===== src/rtl/multicycle_control.sv =====
// rtl/multicycle_control.sv - multi-cycle RV64I-subset control sequencer
module multicycle_control (
   input  logic       clk,
   input  logic       reset,
   input  logic [6:0] opcode,
   input  logic       mem_ready,
   output logic [2:0] state,
   output logic       mem_read,
   output logic       mem_write,
   output logic       iord,
   output logic       ir_write,
   output logic       pc_write,
   output logic       pc_write_cond,
   output logic       reg_write,
   output logic       mem_to_reg,
   output logic       alu_src,
   output logic [1:0] alu_op,
   output logic [1:0] imm_sel,
   output logic       illegal,
   output logic       retire
);

   typedef enum logic [2:0] {
      S_FETCH  = 3'd0,
      S_DECODE = 3'd1,
      S_EXEC   = 3'd2,
      S_MEM    = 3'd3,
      S_WB     = 3'd4,
      S_BRANCH = 3'd5
   } state_t;

   typedef enum logic [2:0] {
      C_NONE = 3'd0,
      C_R    = 3'd1,
      C_I    = 3'd2,
      C_LD   = 3'd3,
      C_SD   = 3'd4,
      C_BEQ  = 3'd5
   } class_t;

   state_t state_q, state_d;
   class_t class_q, class_d, dec_class;

   // Classify the live opcode; only meaningful while in DECODE
   always_comb begin
      dec_class = C_NONE;
      case (opcode)
         7'b0110011: dec_class = C_R;
         7'b0010011: dec_class = C_I;
         7'b0000011: dec_class = C_LD;
         7'b0100011: dec_class = C_SD;
         7'b1100011: dec_class = C_BEQ;
         default:    dec_class = C_NONE;
      endcase
   end

   // Next-state and class capture; the class is latched leaving DECODE so
   // later states ignore whatever the opcode input does afterwards
   always_comb begin
      state_d = state_q;
      class_d = class_q;
      case (state_q)
         S_FETCH: begin
            if (mem_ready) state_d = S_DECODE;
         end
         S_DECODE: begin
            class_d = dec_class;
            case (dec_class)
               C_R, C_I, C_LD, C_SD: state_d = S_EXEC;
               C_BEQ:                state_d = S_BRANCH;
               default:              state_d = S_FETCH;
            endcase
         end
         S_EXEC: begin
            case (class_q)
               C_R, C_I:   state_d = S_WB;
               C_LD, C_SD: state_d = S_MEM;
               default:    state_d = S_FETCH;
            endcase
         end
         S_MEM: begin
            if (mem_ready) state_d = (class_q == C_LD) ? S_WB : S_FETCH;
         end
         S_WB:     state_d = S_FETCH;
         S_BRANCH: state_d = S_FETCH;
         default:  state_d = S_FETCH;
      endcase
   end

   // State and class registers with synchronous reset
   always_ff @(posedge clk) begin
      if (reset) begin
         state_q <= S_FETCH;
         class_q <= C_NONE;
      end else begin
         state_q <= state_d;
         class_q <= class_d;
      end
   end

   assign state = state_q;

   // Datapath controls decoded from state and class; reset silences everything
   always_comb begin
      mem_read      = 1'b0;
      mem_write     = 1'b0;
      iord          = 1'b0;
      ir_write      = 1'b0;
      pc_write      = 1'b0;
      pc_write_cond = 1'b0;
      reg_write     = 1'b0;
      mem_to_reg    = 1'b0;
      alu_src       = 1'b0;
      alu_op        = 2'b00;
      imm_sel       = 2'b00;
      illegal       = 1'b0;
      retire        = 1'b0;
      if (!reset) begin
         case (state_q)
            S_FETCH: begin
               mem_read = 1'b1;
               ir_write = mem_ready;
               pc_write = mem_ready;
            end
            S_DECODE: begin
               case (dec_class)
                  C_SD:    imm_sel = 2'b01;
                  C_BEQ:   imm_sel = 2'b10;
                  default: imm_sel = 2'b00;
               endcase
               illegal = (dec_class == C_NONE);
            end
            S_EXEC: begin
               case (class_q)
                  C_R: alu_op = 2'b10;
                  C_I: begin
                     alu_src = 1'b1;
                     alu_op  = 2'b10;
                  end
                  C_LD: alu_src = 1'b1;
                  C_SD: begin
                     alu_src = 1'b1;
                     imm_sel = 2'b01;
                  end
                  default: ;
               endcase
            end
            S_MEM: begin
               iord      = 1'b1;
               mem_read  = (class_q == C_LD);
               mem_write = (class_q == C_SD);
               retire    = mem_ready && (class_q == C_SD);
            end
            S_WB: begin
               reg_write  = 1'b1;
               mem_to_reg = (class_q == C_LD);
               retire     = 1'b1;
            end
            S_BRANCH: begin
               alu_op        = 2'b01;
               imm_sel       = 2'b10;
               pc_write_cond = 1'b1;
               retire        = 1'b1;
            end
            default: ;
         endcase
      end
   end

endmodule


===== config.mk =====
export PLATFORM = sky130hd
export DESIGN_NAME = multicycle_control
export DESIGN_NICKNAME = d
export VERILOG_FILES = /design/src/rtl/multicycle_control.sv
export SDC_FILE = /design/constraint.sdc
export NUM_CORES = 1
export LEC_CHECK = 0
export CAP_MARGIN = 15
export CORE_MARGIN = 1
export CORE_UTILIZATION = 31
export CTS_CLUSTER_DIAMETER = 30
export CTS_CLUSTER_SIZE = 12
export DETAILED_ROUTE_END_ITERATION = 8
export GPL_TIMING_DRIVEN = 0
export PLACE_DENSITY = 0.66
export SYNTH_ARGS = -nofsm -noshare
export SYNTH_HDL_FRONTEND = slang
export SYNTH_SLANG_ARGS = --single-unit

===== constraint.sdc =====
create_clock -name clk -period 2.1 [get_ports clk]
set_input_delay 0.315 -clock clk [delete_from_list [all_inputs] [get_ports clk]]
set_output_delay 0.315 -clock clk [all_outputs]
set_load 0.03 [all_outputs]

Yosys cells after proc, flatten, opt, wreduce, memory -nomap -nowiden
Cells that the tools add are included.
{"block": "totals", "inputBits": 10, "ff_bits": 6, "out_inout_bits": 18, "wordCells": 67}
{"block": "op_classes", "mux": 35, "reduce_logical": 9, "n_eq_ne": 21}
{"operator": "$mux W1", "count": 20}
{"operator": "$eq A3 B2 Y1 const B", "count": 6}
{"operator": "$eq A3 B3 Y1 const B", "count": 5}
{"operator": "$pmux W3 S5", "count": 1}
{"operator": "$eq A7 B6 Y1 const B", "count": 2}
{"operator": "$pmux W3 S2", "count": 2}
{"operator": "$pmux W3 S4", "count": 1}
{"operator": "$eq A3 B1 Y1 const B", "count": 3}
{"operator": "$mux W3", "count": 3}
{"operator": "$pmux W2 S2", "count": 2}
{"operator": "$eq A7 B2 Y1 const B", "count": 1}
{"operator": "$eq A7 B5 Y1 const B", "count": 1}
{"operator": "$eq A7 B7 Y1 const B", "count": 1}
{"operator": "$logic_not A3 Y1", "count": 2}
{"operator": "$mux W2", "count": 3}
{"operator": "$pmux W2 S3", "count": 1}
{"operator": "$reduce_or A2 Y1", "count": 3}
{"operator": "$ne A2 B2 Y1 const B", "count": 2}
{"operator": "$pmux W1 S2", "count": 2}
{"operator": "$reduce_or A4 Y1", "count": 1}
{"operator": "$reduce_or A3 Y1", "count": 1}
{"operator": "$reduce_and A2 Y1", "count": 1}
{"operator": "$logic_and A1 B1 Y1", "count": 1}

Depth between registers and ports, before layout
Gate-level depths: netlist (run 1).
{"block": "logic_depth", "depth_word": 6, "depth_mapped": 5, "ltp_nobuf": 4}

Worst setup path before layout (run 1)
OpenSTA, ideal clock, no wires.
{"block": "synth_path", "path_type": "reg2out", "from": "register state_q[0], in the netlist state[0]", "to": "output alu_op[1]", "required_ns": 1.785, "setup_slack_ns": -0.316, "path_stages_with_launch": 4, "n_path_buf": 1, "t_arrival_ns": 2.101, "path_cell_list": "dfxtp_1 > clkbuf_1 > or3b_2 > nor4_1"}
{"block": "synth_via", "elab_chain_cells": 3, "word_cells_on_any_way": 4, "cone_classes": "2 x eq/ne; 2 x mux"}
{"element": "start: declaration", "line_no": "41", "source": "state_t state_q, state_d;"}
{"element": "start signal: assignment", "line_no": "96", "source": "state_q <= state_d;"}
{"element": "$eq A3 B3 Y1 / $eq A3 B2 Y1 (equally long branches)", "line_no": "119", "source": "case (state_q)"}
{"element": "$pmux W2 S2 (*)", "line_no": "119"}
{"element": "$mux W2 (*)", "line_no": "118", "source": "if (!reset) begin"}
{"element": "end: declaration", "line_no": "17", "source": "output logic [1:0] alu_op,"}
Every way passes the cells marked *; elsewhere a longest branch is shown, timed or not.

Worst setup path after layout (run 1)
{"block": "layout_path", "from": "register state_q[0], in the netlist state[0]", "to": "output imm_sel[0]"}
{"block": "layout_via", "elab_chain_cells": 3, "word_cells_on_any_way": 5, "cone_classes": "3 x eq/ne; 2 x mux"}
{"element": "$eq A3 B3 Y1 (tied with other cells)", "line_no": "119"}
{"element": "$pmux W2 S3 (*)", "line_no": "119"}
{"element": "$mux W2 (*)", "line_no": "118"}
{"element": "end: declaration", "line_no": "18", "source": "output logic [1:0] imm_sel,"}
Marked as above.

==> run summary, run 1 <==
YS warnings: 0
Fill cells: 156
post-synthesis average cell area: 6.83 µm²
Slew @ Worst Pin: 0.516 ns
Critical Path End Type: primary output
number of flops mapped to enable cells by yosys: 0
Final WS setup: -0.0484 ns
critical-path maximum fanout: 5
ANT cells: 0
area grow syn2layout: 67.0%
syn nets: 86
register area: 126 µm²
crit path cell chain: or3b_1 > buf_6 > or3_4 > o22a_1 > nor2_2 > buf_6
register area share after synthesis: 23.1%
ANT nets after route: 0
CP Class: reg -> out
Critical Path Source Type: flop
peak supply drop: 0.258 mV
commonest non-fill, non-tap cell in the layout: clkdlybuf4s50_1
Rel. slew slack: 65.6%
RSZ-0062 raised after global routing: yes
Finished Layout Cells: 122
crit path DAT: 1.83 ns
DRT iter0 DRCs: 3
routing usage on met3: 1.28%
Starting Density: 33.7%
cell count along the critical path: 6
CTS H-Tree Depth: 1
GRT busiest layer: met2
CP bufs+invs: 2
number of distinct library cells after synthesis: 34
final hold vios: 0
layout cell share with drive strength beyond 1: 27.4%
CP Data Required Time: 1.78 ns
most frequent cells in the layout: clkdlybuf4s50_1, nor2_1, a21oi_1
vias in the first global route: 543
failing checks: negative setup slack
worst hold stages: 3
first-pass GRT wire length: 2270 µm
Post-Place Cells: 117
Core Box Area: 1540 µm²
Final min period: 2.15 ns
Post-Synthesis Cells: 76
final setup vio count: 1
Global Route Usage Sum: 15.2%
number of remaining DRC errors: 0
PwrDens: 353 nW/µm²
die width: 42.9 µm
area occupied by multi-input gates: 407 µm²
via/cell ratio: 5.12
largest net degree at the start of global routing: 11
initial antenna violation count: 0
f_max: 0.465 GHz
clk buf depth: 2
Seq cells post-synth: 6
total via count in the routed design: 625
gpl congestion: 0.795
clock slew at reported path FFs: 0.04 ns
CP delay by family, top: simple AND/OR/NAND/NOR gates
TritonCTS clock tree: yes
Leakage: 0.336 nW
Crit-path slowest cell: dfxtp_4
hold buffers post-CTS: 0
clk_lat worst skew: 0.23 ns
FP Rows: 14
total CTS buffers: 3
Final Cycle Share: 102%
DRT Wirelength: 1320 µm
die area: 1840 µm²
ys async rst share: 0%
Clock Sinks: 6
synthesized area: 519 µm²
Crit path largest cell delay: 0.36 ns
Max Cap Viol: 0
Final Slew Violations: 0
Worst Skew: 0.000836 ns
most numerous cell on the critical path: buf_6
FF-to-FF path depth: 5
status: finished, violations left
clock root buffer: clkbuf_4
grt ovf: 0
most common flop cell mapped by yosys: dfxtp_1
die height: 42.9 µm
DP Worst Slack: -0.611 ns
GR Util met2: 23.0%
met1 track demand over resource: 22.9%
Port Buffers: 25
min-delay worst type: in -> reg
Post-DP HPWL: 1020 µm
Ports: 28
Final #Nets: 118
First-pass DRT Iterations: 4
Avg WL per Cell: 10.8 µm
-- kinds of logic after synthesis --
family,Yosys count,synth area share [%]
buffers and inverters,8,6.75
AND/OR/NAND/NOR,40,42.2
flip-flops,6,23.1
AO/OA/AOI/OAI,18,21.0
multiplexers,1,1.93
XOR/XNOR,3,5.06
-- cells in the mapped netlist (2+ instances only) --
cell type / n / area [µm²]
a21oi_1: 9 / 45.0
and3_1: 3 / 18.8
clkbuf_1: 4 / 15.0
dfxtp_1: 6 / 120
inv_1: 2 / 7.51
nand2_1: 7 / 26.3
nand2b_1: 2 / 12.5
nor2_1: 11 / 41.3
nor3_1: 4 / 20.0
o21ai_0: 2 / 10.0
or3b_2: 2 / 17.5
xnor2_1: 2 / 17.5
-- metrics by stage --
stage          hold WS (ns)  cell area, µm²  setup TNS [ns]  util (%)  power, mW
4_1_cts               0.479             816          -0.134      52.9      0.305
3_5_place_dp          0.523             805           -1.71      52.2      0.205
6_report              0.490             867         -0.0484      56.3      0.306
2_1_floorplan         0.430             534               0         -      0.170
3_3_place_gp          0.525             805           -1.64      52.2      0.204
5_1_grt               0.514             867          -0.380      56.3      0.326
-- flip-flops by register name (all words and copies together), names as in the netlist --
register,count
class_q,3
state,3
-- where the power goes --
group	switching, mW	internal, mW	total (mW)	leakage [nW]
logic	0.0471	0.0431	0.0901	0.272
registers	0.00265	0.116	0.119	0.0502
clock network	0.0330	0.0641	0.0971	0.0138
-- worst min-delay path: cells and delay by family --
| kind | cells | cell delay (ns) |
|---|---|---|
| buf+inv | 1 | 0.17 |
| simple gates | 1 | 0.13 |
| compound gates | 1 | 0.07 |
-- timing repair --
action | 4_1_cts | 5_1_grt
endpoints found under the setup margin | 12 | 11
buffers inserted | 0 | 2
gates cloned | 0 | 0
resized for setup | 32 | 14
pin swaps | 0 | 3
-- layout make-up --
type                       count  share of cell area, %
clock buffer                   3                   2.60
multi-input combinational     62                   46.9
timing repair buffer          27                   28.6
inverter                       2                  0.866
sequential                     6                   14.6
tap                           16                   2.31
buffer                         6                   4.18
-- final timing paths --
kind	from	endpoint	slack [ns]
worst min register to register	class_q[2]$_SDFFE_PP0N_	class_q[2]$_SDFFE_PP0N_	0.49
worst min-delay path	opcode[6]	state[0]$_SDFFE_PP0P_	0.49
worst max-delay path	state[0]$_SDFFE_PP0P_	imm_sel[0]	-0.05
worst max register to register	state[0]$_SDFFE_PP0P_	class_q[1]$_SDFFE_PP0N_	0.43
-- metal layers --
| metal | vias to the layer above | part of all wire (%) | wire [µm] |
|---|---|---|---|
| li1 | 330 | - | - |
| met1 | 278 | 51 | 678 |
| met2 | 17 | 45 | 596 |
| met3 | 0 | 3.6 | 48 |
| met4 | 0 | 0 | 0 |
| met5 | - | 0 | 0 |
Note: power is estimated with default switching activity, not from simulation.
==> inputs of run 2 (changes only) <==
--- a/config.mk
+++ b/config.mk
@@ -5,13 +5,12 @@
 export SDC_FILE = /design/constraint.sdc
 export NUM_CORES = 1
 export LEC_CHECK = 0
-export CAP_MARGIN = 15
+export CAP_MARGIN = 20
 export CORE_MARGIN = 1
 export CORE_UTILIZATION = 31
 export CTS_CLUSTER_DIAMETER = 30
 export CTS_CLUSTER_SIZE = 12
 export DETAILED_ROUTE_END_ITERATION = 8
-export GPL_TIMING_DRIVEN = 0
 export PLACE_DENSITY = 0.66
 export SYNTH_ARGS = -nofsm -noshare
 export SYNTH_HDL_FRONTEND = slang
==> run summary, run 2 (synthesized netlist as in run 1, its figures left out) <==
clk buf depth: 2 (unchanged)
total via count in the routed design: 636 (was 625)
Clock Sinks: 6 (unchanged)
total power: 310 µW (was 306 µW)
Final Slew Violations: 0 (unchanged)
ANT nets after route: 0 (unchanged)
die area: 1840 µm² (unchanged)
number of remaining DRC errors: 0 (unchanged)
most frequent cells in the layout: buf_4, clkdlybuf4s50_1, nor2_1 (was clkdlybuf4s50_1, nor2_1, a21oi_1)
Avg WL per Cell: 11.4 µm (was 10.8 µm)
total negative slack: 0 ns (was -0.0484 ns)
switching power total: 83.4 µW (was 82.7 µW)
CTS H-Tree Depth: 1 (unchanged)
via/cell ratio: 5.13 (was 5.12)
Rel. slew slack: 79.4% (was 65.6%)
First-pass DRT Iterations: 3 (was 4)
area grow syn2layout: 62.7% (was 67.0%)
Ports: 28 (unchanged)
ANT cells: 0 (unchanged)
die width: 42.9 µm (unchanged)
Final #Nets: 120 (was 118)
Worst Skew: 0.0000336 ns (was 0.000836 ns)
Final Cycle Share: 97.7% (was 102%)
sw frac: 26.9% (was 27.0%)
peak supply drop: 0.268 mV (was 0.258 mV)
Final min period: 2.05 ns (was 2.15 ns)
Core Box Area: 1540 µm² (unchanged)
sequential share of power: 37.9% (was 38.9%)
vias in the first global route: 551 (was 543)
crit path DAT: 1.74 ns (was 1.83 ns)
clock root buffer: clkbuf_4 (unchanged)
final hold vios: 0 (unchanged)
TritonCTS clock tree: yes (unchanged)
Leakage: 0.343 nW (was 0.336 nW)
status: finished clean (was finished, violations left)
Max Cap Viol: 0 (unchanged)
clk_lat worst skew: 0.23 ns (about the same)
die height: 42.9 µm (unchanged)
CP Class: in -> out (was reg -> out)
Critical Path End Type: primary output (unchanged)
Fin Hold WS: 0.552 ns (was 0.490 ns)
gpl congestion: 0.792 (was 0.795)
min-delay worst type: reg -> reg (was in -> reg)
layout cell share with drive strength beyond 1: 32.4% (was 27.4%)
clock slew at reported path FFs: 0.04 ns (about the same)
Port Buffers: 27 (was 25)
PwrDens: 367 nW/µm² (was 353 nW/µm²)
clock network fraction of total power: 31.8% (was 31.7%)
FP Rows: 14 (unchanged)
Global Route Usage Sum: 16.3% (was 15.2%)
crit path cell chain: clkdlybuf4s50_1 > nand2b_1 > or3_1 > o22a_1 > nor2_2 > buf_4 (was or3b_1 > buf_6 > or3_4 > o22a_1 > nor2_2 > buf_6)
DRT Wirelength: 1410 µm (was 1320 µm)
CP Data Required Time: 1.78 ns (about the same)
Critical Path Source Type: primary input (was flop)
final setup vio count: 0 (was 1)
Post-DP HPWL: 1160 µm (was 1020 µm)
Starting Density: 33.7% (unchanged)
DRT iter0 DRCs: 5 (was 3)
largest net degree at the start of global routing: 14 (was 11)
RSZ-0062 raised after global routing: no (was yes)
critical-path maximum fanout: 2 (was 5)
hold buffers post-CTS: 0 (unchanged)
internal power: 227 µW (was 223 µW)
grt ovf: 0 (unchanged)
Crit path largest cell delay: 0.44 ns (was 0.36 ns)
Crit-path slowest cell: clkdlybuf4s50_1 (was dfxtp_4)
Comb pwr share: 30.3% (was 29.4%)
initial antenna violation count: 0 (unchanged)
commonest non-fill, non-tap cell in the layout: buf_4 (was clkdlybuf4s50_1)
first-pass GRT wire length: 2320 µm (was 2270 µm)
f_max: 0.488 GHz (was 0.465 GHz)
total CTS buffers: 3 (unchanged)
Slew @ Worst Pin: 0.308 ns (was 0.516 ns)
==> run 2: cell types whose count changed in the layout (fill, tap and decap cells not counted), sizes merged <==
cell           before  now
buf                 8   23
clkbuf              8    3
clkdlybuf4s15       2    0
clkdlybuf4s50      14   12
dlygate4sd2         4    0
==> run 2: power by group through the flow <==
stage	Clock (mW)	Combinational (mW)	Sequential [mW]
after floorplan	0	0.0461	0.124
after global placement	0	0.0914	0.120
after detailed placement	0	0.0922	0.120
after CTS	0.106	0.0926	0.118
after global routing	0.108	0.101	0.118
final	0.0987	0.0938	0.118
==> run 2: critical path, delay by kind of cell <==
kind / cells / cell delay (ns)
buffers and inverters: 2 / 0.59
AOI/OAI and AO/OA: 1 / 0.20
and+or+nand+nor: 3 / 0.63
==> run 2: layout make-up <==
type / instances / area [µm²]
multi-input combinational: 62 / 380
sequential: 6 / 121
inverter: 2 / 7.51
clock buffer: 3 / 22.5
timing repair buffer: 35 / 293
tap: 16 / 20.0
fill: 175 / 697
==> run 2: worst paths after layout <==
check                           cells after the start                 endpoint  slack [ns]               startpoint
worst max-delay path                                6               imm_sel[0]        0.05                opcode[4]
worst min-delay path                                2  class_q[1]$_SDFFE_PP0N_        0.55  class_q[1]$_SDFFE_PP0N_
worst max register to register                      4  class_q[1]$_SDFFE_PP0N_        0.53    state[2]$_SDFFE_PP0P_
worst min register to register                      2  class_q[1]$_SDFFE_PP0N_        0.55  class_q[1]$_SDFFE_PP0N_
==> run 2: metrics by stage <==
step	cells	util [%]	setup WS, ns	cell area (µm²)
after CTS	124	54.6	0.00613	842
after global routing	124	54.8	0.000211	845
final	124	54.8	0.0491	845
after detailed placement	121	53.2	0.0342	820
after floorplan	76	-	0.00469	534
after global placement	121	53.2	0.0825	820
==> run 2: metal layers <==
metal	GRT usage, %	part of all wire [%]
met4	7.50	0
met2	25.8	48
met5	0	0
met1	22.7	48
met3	0.426	3.5
==> run 2: repair_timing <==
action,4_1_cts,5_1_grt
buffers inserted,0,0
gates resized for setup,0,1
setup endpoints to repair,0,1
